--- src/rtl/circle_pkg.sv ---
// Shared types and widths for the audio-reactive circle renderer.
// Also used by the per-pixel circle compare logic.
package circle_pkg;

  localparam int AMP_W = 12;
  localparam int RAD_W = 8;
  localparam int RSQ_W = 16;

  localparam logic [AMP_W-1:0] MIC_MID_DEF = 12'd2048;

  typedef enum logic [1:0] {
    ACCUM   = 2'd0,
    CALC    = 2'd1,
    SQUARE  = 2'd2,
    PUBLISH = 2'd3
  } state_e;

  // Distance from mic midpoint; the 13-bit signed difference keeps 0 - 2048 exact (2048).
  function automatic logic [AMP_W-1:0] abs_amp(input logic [AMP_W-1:0] s,
                                                input logic [AMP_W-1:0] mid);
    logic signed [AMP_W:0] d;
    d = $signed({1'b0, s}) - $signed({1'b0, mid});
    return d[AMP_W] ? AMP_W'(-d) : AMP_W'(d);
  endfunction

endpackage

--- src/rtl/seq_square8.sv ---
// Sequential 8x8 shift-add squarer, one multiplier bit per clock.
// start loads the operand; done is high in the cycle before the last iteration edge.
module seq_square8
  import circle_pkg::*;
(
  input  logic             clk,
  input  logic             rst_n,
  input  logic             start_i,
  input  logic [RAD_W-1:0] op_i,
  output logic             done_o,
  output logic [RSQ_W-1:0] prod_o
);

  logic             busy_q;
  logic [2:0]       cnt_q;
  logic [RSQ_W-1:0] mcand_q;
  logic [RAD_W-1:0] mplier_q;
  logic [RSQ_W-1:0] acc_q;

  always_ff @(posedge clk or negedge rst_n) begin
    if (!rst_n) begin
      busy_q   <= 1'b0;
      cnt_q    <= '0;
      mcand_q  <= '0;
      mplier_q <= '0;
      acc_q    <= '0;
    end else if (start_i) begin
      busy_q   <= 1'b1;
      cnt_q    <= '0;
      mcand_q  <= {{(RSQ_W-RAD_W){1'b0}}, op_i};
      mplier_q <= op_i;
      acc_q    <= '0;
    end else if (busy_q) begin
      if (mplier_q[0]) acc_q <= acc_q + mcand_q;
      mcand_q  <= mcand_q << 1;
      mplier_q <= mplier_q >> 1;
      cnt_q    <= cnt_q + 3'd1;
      if (cnt_q == 3'd7) busy_q <= 1'b0;
    end
  end

  // Early done lets the controller leave SQUARE on the same edge as the final add.
  assign done_o = busy_q && (cnt_q == 3'd7);
  assign prod_o = acc_q;

endmodule

--- src/rtl/circle_radius_ctrl.sv ---
// Per-frame peak mic amplitude -> smoothed radius and radius^2, published 10 clocks after frame_start.
// No backpressure: frame_start arriving while busy is dropped and flagged on sticky overrun.
module circle_radius_ctrl
  import circle_pkg::*;
#(
  parameter logic [AMP_W-1:0] MIC_MID    = MIC_MID_DEF,
  parameter int               AMP_SHIFT  = 2,
  parameter int               DECAY_STEP = 4,
  parameter int               R_MAX      = 255
) (
  input  logic             clk,
  input  logic             rst_n,
  input  logic             sample_valid,
  input  logic [AMP_W-1:0] wave_sample,
  input  logic             frame_start,
  input  logic             hold_en,
  output logic [RAD_W-1:0] radius,
  output logic [RSQ_W-1:0] radius_sq,
  output logic             radius_valid,
  output logic             overrun
);

  localparam logic [AMP_W-1:0] RMAX_A = AMP_W'(R_MAX);
  localparam logic [RAD_W-1:0] RMAX_R = RAD_W'(R_MAX);
  localparam logic [RAD_W-1:0] DSTEP  = RAD_W'(DECAY_STEP);

  state_e           state_q;
  logic [AMP_W-1:0] peak_q;
  logic [AMP_W-1:0] snap_q;
  logic [RAD_W-1:0] new_r_q;
  logic [RAD_W-1:0] radius_q;
  logic [RSQ_W-1:0] radius_sq_q;
  logic             radius_valid_q;
  logic             overrun_q;

  logic [AMP_W-1:0] amp;
  logic [AMP_W-1:0] peak_d;
  logic             accept;
  logic [AMP_W-1:0] shifted;
  logic [RAD_W-1:0] target;
  logic [RAD_W-1:0] gap;
  logic [RAD_W-1:0] new_r_d;
  logic             sq_start;
  logic             sq_done;
  logic [RSQ_W-1:0] sq_prod;

  assign amp    = abs_amp(wave_sample, MIC_MID);
  // Includes a same-cycle sample, so it lands in the frame being closed.
  assign peak_d = (sample_valid && (amp > peak_q)) ? amp : peak_q;
  assign accept = frame_start && (state_q == ACCUM);

  always_ff @(posedge clk or negedge rst_n) begin
    if (!rst_n) begin
      peak_q <= '0;
    end else if (accept) begin
      peak_q <= '0;
    end else begin
      peak_q <= peak_d;
    end
  end

  always_comb begin
    shifted = snap_q >> AMP_SHIFT;
    target  = (shifted > RMAX_A) ? RMAX_R : shifted[RAD_W-1:0];
    gap     = '0;
    new_r_d = target;
    if (target < radius_q) begin
      gap     = radius_q - target;
      new_r_d = radius_q - ((gap > DSTEP) ? DSTEP : gap);
    end
  end

  assign sq_start = (state_q == CALC);

  seq_square8 u_square (
    .clk     (clk),
    .rst_n   (rst_n),
    .start_i (sq_start),
    .op_i    (new_r_d),
    .done_o  (sq_done),
    .prod_o  (sq_prod)
  );

  always_ff @(posedge clk or negedge rst_n) begin
    if (!rst_n) begin
      state_q        <= ACCUM;
      snap_q         <= '0;
      new_r_q        <= '0;
      radius_q       <= '0;
      radius_sq_q    <= '0;
      radius_valid_q <= 1'b0;
      overrun_q      <= 1'b0;
    end else begin
      radius_valid_q <= 1'b0;
      if (frame_start && (state_q != ACCUM)) overrun_q <= 1'b1;
      case (state_q)
        ACCUM: begin
          if (frame_start) begin
            snap_q  <= peak_d;
            state_q <= CALC;
          end
        end
        CALC: begin
          new_r_q <= new_r_d;
          state_q <= SQUARE;
        end
        SQUARE: begin
          if (sq_done) state_q <= PUBLISH;
        end
        PUBLISH: begin
          if (!hold_en) begin
            radius_q       <= new_r_q;
            radius_sq_q    <= sq_prod;
            radius_valid_q <= 1'b1;
          end
          state_q <= ACCUM;
        end
        default: state_q <= ACCUM;
      endcase
    end
  end

  assign radius       = radius_q;
  assign radius_sq    = radius_sq_q;
  assign radius_valid = radius_valid_q;
  assign overrun      = overrun_q;

endmodule
--- config.mk ---
export PLATFORM = sky130hd
export DESIGN_NAME = circle_radius_ctrl
export DESIGN_NICKNAME = d
export VERILOG_FILES = /design/src/rtl/circle_pkg.sv /design/src/rtl/seq_square8.sv /design/src/rtl/circle_radius_ctrl.sv
export SDC_FILE = /design/constraint.sdc
export NUM_CORES = 1
export LEC_CHECK = 0
export CORE_AREA = 3 3 116 118
export DETAILED_ROUTE_END_ITERATION = 6
export DIE_AREA = 0 0 119 121
export HOLD_SLACK_MARGIN = 0.1
export PLACE_DENSITY = 0.69
export SETUP_SLACK_MARGIN = 0.2
export SLEW_MARGIN = 20
export SYNTH_ARGS = -nofsm -noshare
export SYNTH_HDL_FRONTEND = slang
export SYNTH_SLANG_ARGS = --single-unit
--- constraint.sdc ---
create_clock -name clk -period 8.9 [get_ports clk]
set_clock_uncertainty 0.2 [all_clocks]
set_input_delay 1.78 -clock clk [delete_from_list [all_inputs] [get_ports clk]]
set_output_delay 1.78 -clock clk [all_outputs]
set_load 0.02 [all_outputs]
# Word level (Yosys, flattened, before mapping)
# Index checks and enable logic that the tools add are counted.
[word_totals]
register_bits = 104
in_bits = 17
out_inout_bits = 26
wordCells = 65
[op_classes]
n_addsub = 6
order_cmp = 4
n_eq_ne = 6
n_mux = 23
bitwise_logic = 1
n_reduce_logical = 12
[ops]
columns = ["op", "count"]
rows = [
  ["two-way mux 16 bit", 5],
  ["two-way mux 8 bit", 5],
  ["two-way mux 12 bit", 3],
  ["adder 16 bit", 1],
  ["subtractor 8 bit", 2],
  ["subtractor 12 x 12 -> 13 bit (second input constant)", 1],
  ["> comparator 12 bit", 1],
  ["negator 12 bit", 1],
  ["> comparator 10 x 8 -> 1 bit (second input constant)", 1],
  ["> comparator 8 x 3 -> 1 bit (second input constant)", 1],
  ["< comparator 8 bit", 1],
  ["one-hot mux 2 bit (4 select lines)", 1],
  ["AND reduction 2 bit", 4],
  ["two-way mux 3 bit", 2],
  ["nonzero test 2 bit", 3],
  ["two-way mux 1 bit", 5],
  ["== test 2 bit (second input constant)", 2],
  ["logical AND 1 bit", 4],
  ["two-way mux 2 bit", 2],
  ["inequality test 2 bit (second input constant)", 2],
  ["adder 3 x 1 -> 3 bit (second input constant)", 1],
  ["== test 3 bit (second input constant)", 1],
  ["== test 2 x 1 -> 1 bit (second input constant)", 1],
  ["logical NOT 2 bit", 1],
  ["NOT 1 bit", 1],
]

# Longest topological paths before layout
[logic_depth]
depth_word = 8
depth_mapped = 21
depth_no_buf = 20

# Hierarchy
# From an unflattened synthesis, not the netlist that was laid out.
[unflattened]
cells_unflattened = 702
hier_area_um2 = 6622.6
[modules_own_cells]
columns = ["mod", "instances", "cells_per_inst", "area_per_inst_um2"]
rows = [
  ["circle_radius_ctrl", 1, 425, 4021.4],
  ["seq_square8", 1, 277, 2601.2],
]

# Least setup slack after synthesis
# No wires, ideal clock.
[synth_path]
path_type = "reg-to-reg"
start = "reg snap_q[10]"
end = "reg new_r_q[6]"
setup_time_ns = 0.137
arrival_time_ns = 4.466
path_slack_ns = 4.097
stages_incl_launch_ff = 22
path_buffers = 2
period_less_slack_ns = 4.803
cell_sequence = "dfrtp_1 or2_1 buf_2 clkbuf_1 nor2_1 ha_1 or2b_1 a2111oi_1 a211oi_2 xnor2_1 or4_1 a211oi_2 and3_2 nand2_1 fa_1 a21o_1 a21oi_1 o21bai_1 a21oi_1 xnor2_1 a21oi_1 o21ai_0"
[synth_between]
elab_chain_len = 7
elab_cells_between_ends = 8
cone_classes = "add/sub: 2; order compare: 3; mux: 3"
[synth_rtl]
columns = ["element", "line_no", "source"]
rows = [
  ["start, declared", "circle_radius_ctrl.sv:29", "logic [AMP_W-1:0] snap_q;"],
  ["start signal, assigned", "circle_radius_ctrl.sv:99", "snap_q <= peak_d;"],
  ["> comparator 10 x 8 -> 1 bit (*)", "circle_radius_ctrl.sv:64", "target = (shifted > RMAX_A) ? RMAX_R : shifted[RAD_W-1:0];"],
  ["two-way mux 8 bit (*)", "circle_radius_ctrl.sv:64", ""],
  ["subtractor 8 bit", "circle_radius_ctrl.sv:68", "gap = radius_q - target;"],
  ["> comparator 8 x 3 -> 1 bit", "circle_radius_ctrl.sv:69", "new_r_d = radius_q - ((gap > DSTEP) ? DSTEP : gap);"],
  ["two-way mux 8 bit", "circle_radius_ctrl.sv:69", ""],
  ["subtractor 8 bit", "circle_radius_ctrl.sv:69", ""],
  ["two-way mux 8 bit (*)", "circle_radius_ctrl.sv:67", "if (target < radius_q) begin"],
  ["end signal, assigned", "circle_radius_ctrl.sv:104", "new_r_q <= new_r_d;"],
  ["end, declared", "circle_radius_ctrl.sv:30", "logic [RAD_W-1:0] new_r_q;"],
]
# Mark *: on every way between the ends. The rest lies on a longest branch, timed or not.
# A chain may end at the register's enable or synchronous reset.

# Worst setup path after layout
[layout_path]
start = "reg snap_q[11]"
end = "reg u_square.mcand_q[6]"
[layout_between]
elab_chain_len = 8
elab_cells_between_ends = 9
cone_classes = "add/sub: 2; order compare: 3; mux: 4"
[layout_rtl]
columns = ["element", "line_no", "source"]
rows = [
  ["> comparator 10 x 8 -> 1 bit (*)", "circle_radius_ctrl.sv:64", ""],
  ["two-way mux 8 bit (*)", "circle_radius_ctrl.sv:64", ""],
  ["subtractor 8 bit", "circle_radius_ctrl.sv:68", ""],
  ["> comparator 8 x 3 -> 1 bit", "circle_radius_ctrl.sv:69", ""],
  ["two-way mux 8 bit", "circle_radius_ctrl.sv:69", ""],
  ["subtractor 8 bit", "circle_radius_ctrl.sv:69", ""],
  ["two-way mux 8 bit (*)", "circle_radius_ctrl.sv:67", ""],
  ["two-way mux 16 bit (*)", "seq_square8.sv:27", "end else if (start_i) begin"],
  ["end signal, assigned", "seq_square8.sv:30", "mcand_q <= {{(RSQ_W-RAD_W){1'b0}}, op_i};"],
  ["end signal, assigned", "seq_square8.sv:35", "mcand_q <= mcand_q << 1;"],
  ["end, declared", "seq_square8.sv:16", "logic [RSQ_W-1:0] mcand_q;"],
]
# Marked as above.

==> results.sh <==
export IMPL_ys_types=64
export IMPL_grtUsageTotal=0.1956
export IMPL_antennaDiodeCount=0
export IMPL_slew_viol_final=0
export IMPL_worstHoldPathCells=1
export IMPL_endpoint_kind="register"
export IMPL_status="finished clean"
export IMPL_dp_hpwl_um=9751
export IMPL_grt_pass1_wl_um=23230
export IMPL_ys_seq_elements=102
export IMPL_post_route_util=0.5668
export IMPL_grt_max_degree=70
export IMPL_antenna_found_initial=0
export IMPL_fin_nets=764
export IMPL_report_final_hold_viol_count=0
export IMPL_drv_cap=0
export IMPL_synth_edff_count=0
export IMPL_die_h_um=121
export IMPL_synth_ff_type="dfrtp_1"
export IMPL_r2r_cells=19
export IMPL_io_pins=43
export IMPL_power_density_nw_per_um2=410.8
export IMPL_dieWidth_um=119
export IMPL_ir_drop_uv=151.8
export IMPL_cp_endpoint="u_square.mcand_q[6]"
export IMPL_drive_gt1_frac=0.09517
export IMPL_synth_mux_area_frac=0.09057
export IMPL_synth_simple_area_share=0.1585
export IMPL_multi_input_area_um2=3492
export IMPL_rsz0062_at_grt="no"
export IMPL_ant_nets=0
export IMPL_fmax_mhz=183.8
export IMPL_syn_avg_cell_area_um2=9.403
export IMPL_min_path_type="reg -> reg"
export IMPL_cts_resized=0
export IMPL_place_congestion=0.8718
export IMPL_required_ns=8.90
export IMPL_placed_area_um2=6832
export IMPL_cts_made_buffers=9
export IMPL_post_route_period_util=0.6113
export IMPL_core_area_um2=12570
export IMPL_drt_pre_antenna_iters=5
export IMPL_ctsHtreeMaxLevel=3
export IMPL_synth_top_family_by_area="simple AND/OR/NAND/NOR gates"
export IMPL_cts_setup_buffers=0
export IMPL_vias_per_cell=5.620
export IMPL_fin_cells=876
export IMPL_synth_fa_ha_area_frac=0.09891
export IMPL_cts_sinks=102
export IMPL_p_leak_nw=3.366
export IMPL_start_util=0.5012
export IMPL_place_inst=860
export IMPL_synth_area_um2=6300
export IMPL_worst_slew_pin_slew_ns=0.8796
export IMPL_grt_pass1_vias=4840
export IMPL_clk_pin_slew_ns=0.07
export IMPL_syn_inst=670
export IMPL_cts_tree="yes"
export IMPL_clock_path_buffers=2
export IMPL_drc=0
export IMPL_fillers=1091
export IMPL_synth_compound_area_frac=0.1571
export IMPL_finalSetupViolations=0
export IMPL_fin_crit_ns=5.441
export IMPL_crit_path_max_fanout=15
export IMPL_dr_first_iter_drc_count=305
export IMPL_synth_xor_area_frac=0.04588
export IMPL_critPathLaunchType="register"
export IMPL_seq_area_frac_synth=0.4052
export IMPL_final_seq_area_um2=2552
export IMPL_reg2reg_to="u_square.mcand_q[6]"
export IMPL_async_flop_share=1.000
export IMPL_setup_tns_ns=0
export IMPL_avgRoutedWirePerCell_um=15.33
export IMPL_critPathKind="reg -> reg"
export IMPL_crit_arrival_ns=5.44
export IMPL_rows=41
export IMPL_area_delta_synth_final_pct=13.09
export IMPL_critical_path_startpoint="snap_q[11]"
export IMPL_maxSlewHeadroom=0.4136
export IMPL_postCtsHoldBufs=0
export IMPL_dieArea_um2=14400
export IMPL_vias=4923
export IMPL_reg2reg_slack_ns=3.46
export IMPL_root_buffer="clkbuf_16"
export IMPL_clk_insertion_delay_late_ns=0.35
export IMPL_grt_overflow=0
export IMPL_r2r_start="snap_q[11]"
export IMPL_io_buffers=42
export IMPL_drt_total_wl_um=13430
export IMPL_fin_area_um2=7124
export IMPL_ys_warn_count=0
## worst max-delay path, cell delays in order, from the launching register on
cell and delay (ns):
dfrtp_1 0.42, or2_1 0.47, nor2_1 0.20, ha_1 0.36, or2b_1 0.25, a2111oi_1 0.46
a211oi_2 0.10, xnor2_1 0.15, or4_1 0.44, a211oi_2 0.32, and3_2 0.27, nand2_1 0.11
fa_1 0.44, a21o_1 0.19, a21oi_1 0.22, o21bai_1 0.09, a21oi_1 0.17, xnor2_1 0.08
a21oi_1 0.23, o21ai_0 0.11
## state kept, by name (all words and copies together) (netlist names)
name	flops
radius_sq	16
u_square.mcand_q	16
u_square.prod_o	16
peak_q	12
snap_q	10
new_r_q	8
radius	8
u_square.mplier_q	8
u_square.cnt_q	3
state_q	2
overrun	1
radius_valid	1
u_square.busy_q	1
## cells in the final DEF, fill, tap and decap left out, types with 4 or more instances in the layout
| cell | netlist | layout |
|---|---|---|
| nor2b_1 | 7 | 6 |
| a211oi_1 | 7 | 7 |
| or3_1 | 4 | 4 |
| a31oi_1 | 7 | 7 |
| buf_4 | 0 | 5 |
| xnor2_1 | 16 | 16 |
| mux2i_1 | 21 | 21 |
| nand2b_1 | 6 | 6 |
| nor3_1 | 24 | 24 |
| conb_1 | 1 | 5 |
| o21ai_0 | 25 | 25 |
| o21bai_1 | 5 | 5 |
| nand3_1 | 8 | 8 |
| nor2_1 | 78 | 78 |
| clkbuf_16 | 0 | 9 |
| xor2_1 | 17 | 17 |
| ha_1 | 45 | 45 |
| a21oi_1 | 51 | 51 |
| a21o_1 | 12 | 12 |
| nand2_1 | 60 | 60 |
| nor4_1 | 4 | 4 |
| o31ai_1 | 12 | 12 |
| dfrtp_1 | 102 | 102 |
| clkdlybuf4s50_1 | 0 | 41 |
| inv_1 | 33 | 33 |
| mux2_2 | 32 | 32 |
| nand4_1 | 4 | 4 |
## kinds of logic (layout without fill, tap and decap cells)
| kind of cell | after synthesis | count (layout) |
|---|---|---|
| AO/OA/AOI/OAI | 151 | 151 |
| XOR/XNOR | 33 | 33 |
| adder cells (fa/ha/maj) | 48 | 48 |
| buffers and inverters | 65 | 95 |
| flip-flops | 102 | 102 |
| multiplexers | 53 | 53 |
| other | 1 | 5 |
| AND/OR/NAND/NOR | 217 | 217 |
## per-stage QoR
stage          worst slack [ns]  hold slack [ns]  power, mW
6_report                  3.459           0.2589      2.926
5_1_grt                   3.040           0.2906      3.187
4_1_cts                   3.486           0.2653      2.941
3_5_place_dp              3.372           0.2471      2.537
3_3_place_gp              3.394           0.2415      2.480
2_1_floorplan             4.097           0.2400      2.130
## where the power goes
group / internal, mW / switching (mW) / total, mW
combinational: 0.739 / 0.928 / 1.67
clock: 0.202 / 0.186 / 0.388
sequential: 0.672 / 0.199 / 0.871
total: 1.61 / 1.31 / 2.93
## worst min-delay path by stage
stage	from	end	slack (ns)
final	overrun	overrun	0.26
after CTS	overrun	overrun	0.27
after detailed placement	overrun	overrun	0.25
after global routing	overrun	overrun	0.29
after global placement	overrun	overrun	0.24
after floorplan	snap_q[2]	snap_q[2]	0.24
## area by class of cell
cell class | instances | area share
multi-input combinational | 507 | 0.4902
sequential | 102 | 0.3583
timing repair buffer | 46 | 0.06287
clock buffer | 10 | 0.03354
tap | 172 | 0.03021
inverter | 33 | 0.01739
clock inverter | 6 | 0.007552
## metal layers
layer  track usage  wire length, um
met5             0                0
met4       0.06879              235
met3       0.02517              378
met2        0.3218             6281
met1        0.2670             6531
## cell usage after synthesis, drive strengths merged (4+ instances only)
master | instances | share of area
a21oi | 51 | 0.041
nand2 | 60 | 0.036
a211oi | 9 | 0.012
mux2i | 21 | 0.033
a31oi | 7 | 0.0070
dfrtp | 102 | 0.41
clkbuf | 26 | 0.019
mux2 | 32 | 0.057
xor2 | 17 | 0.024
and3 | 5 | 0.0056
o21ai | 25 | 0.020
ha | 45 | 0.089
inv | 33 | 0.020
o31ai | 12 | 0.014
o21bai | 5 | 0.0060
nand2b | 6 | 0.0060
xnor2 | 16 | 0.022
nor4 | 4 | 0.0040
buf | 6 | 0.0050
a21o | 12 | 0.014
nor2 | 78 | 0.046
nand3 | 8 | 0.0064
nor3 | 24 | 0.019
nand4 | 4 | 0.0040
nor2b | 7 | 0.0070
or3 | 8 | 0.0093
(Power assumes the default switching activity.)
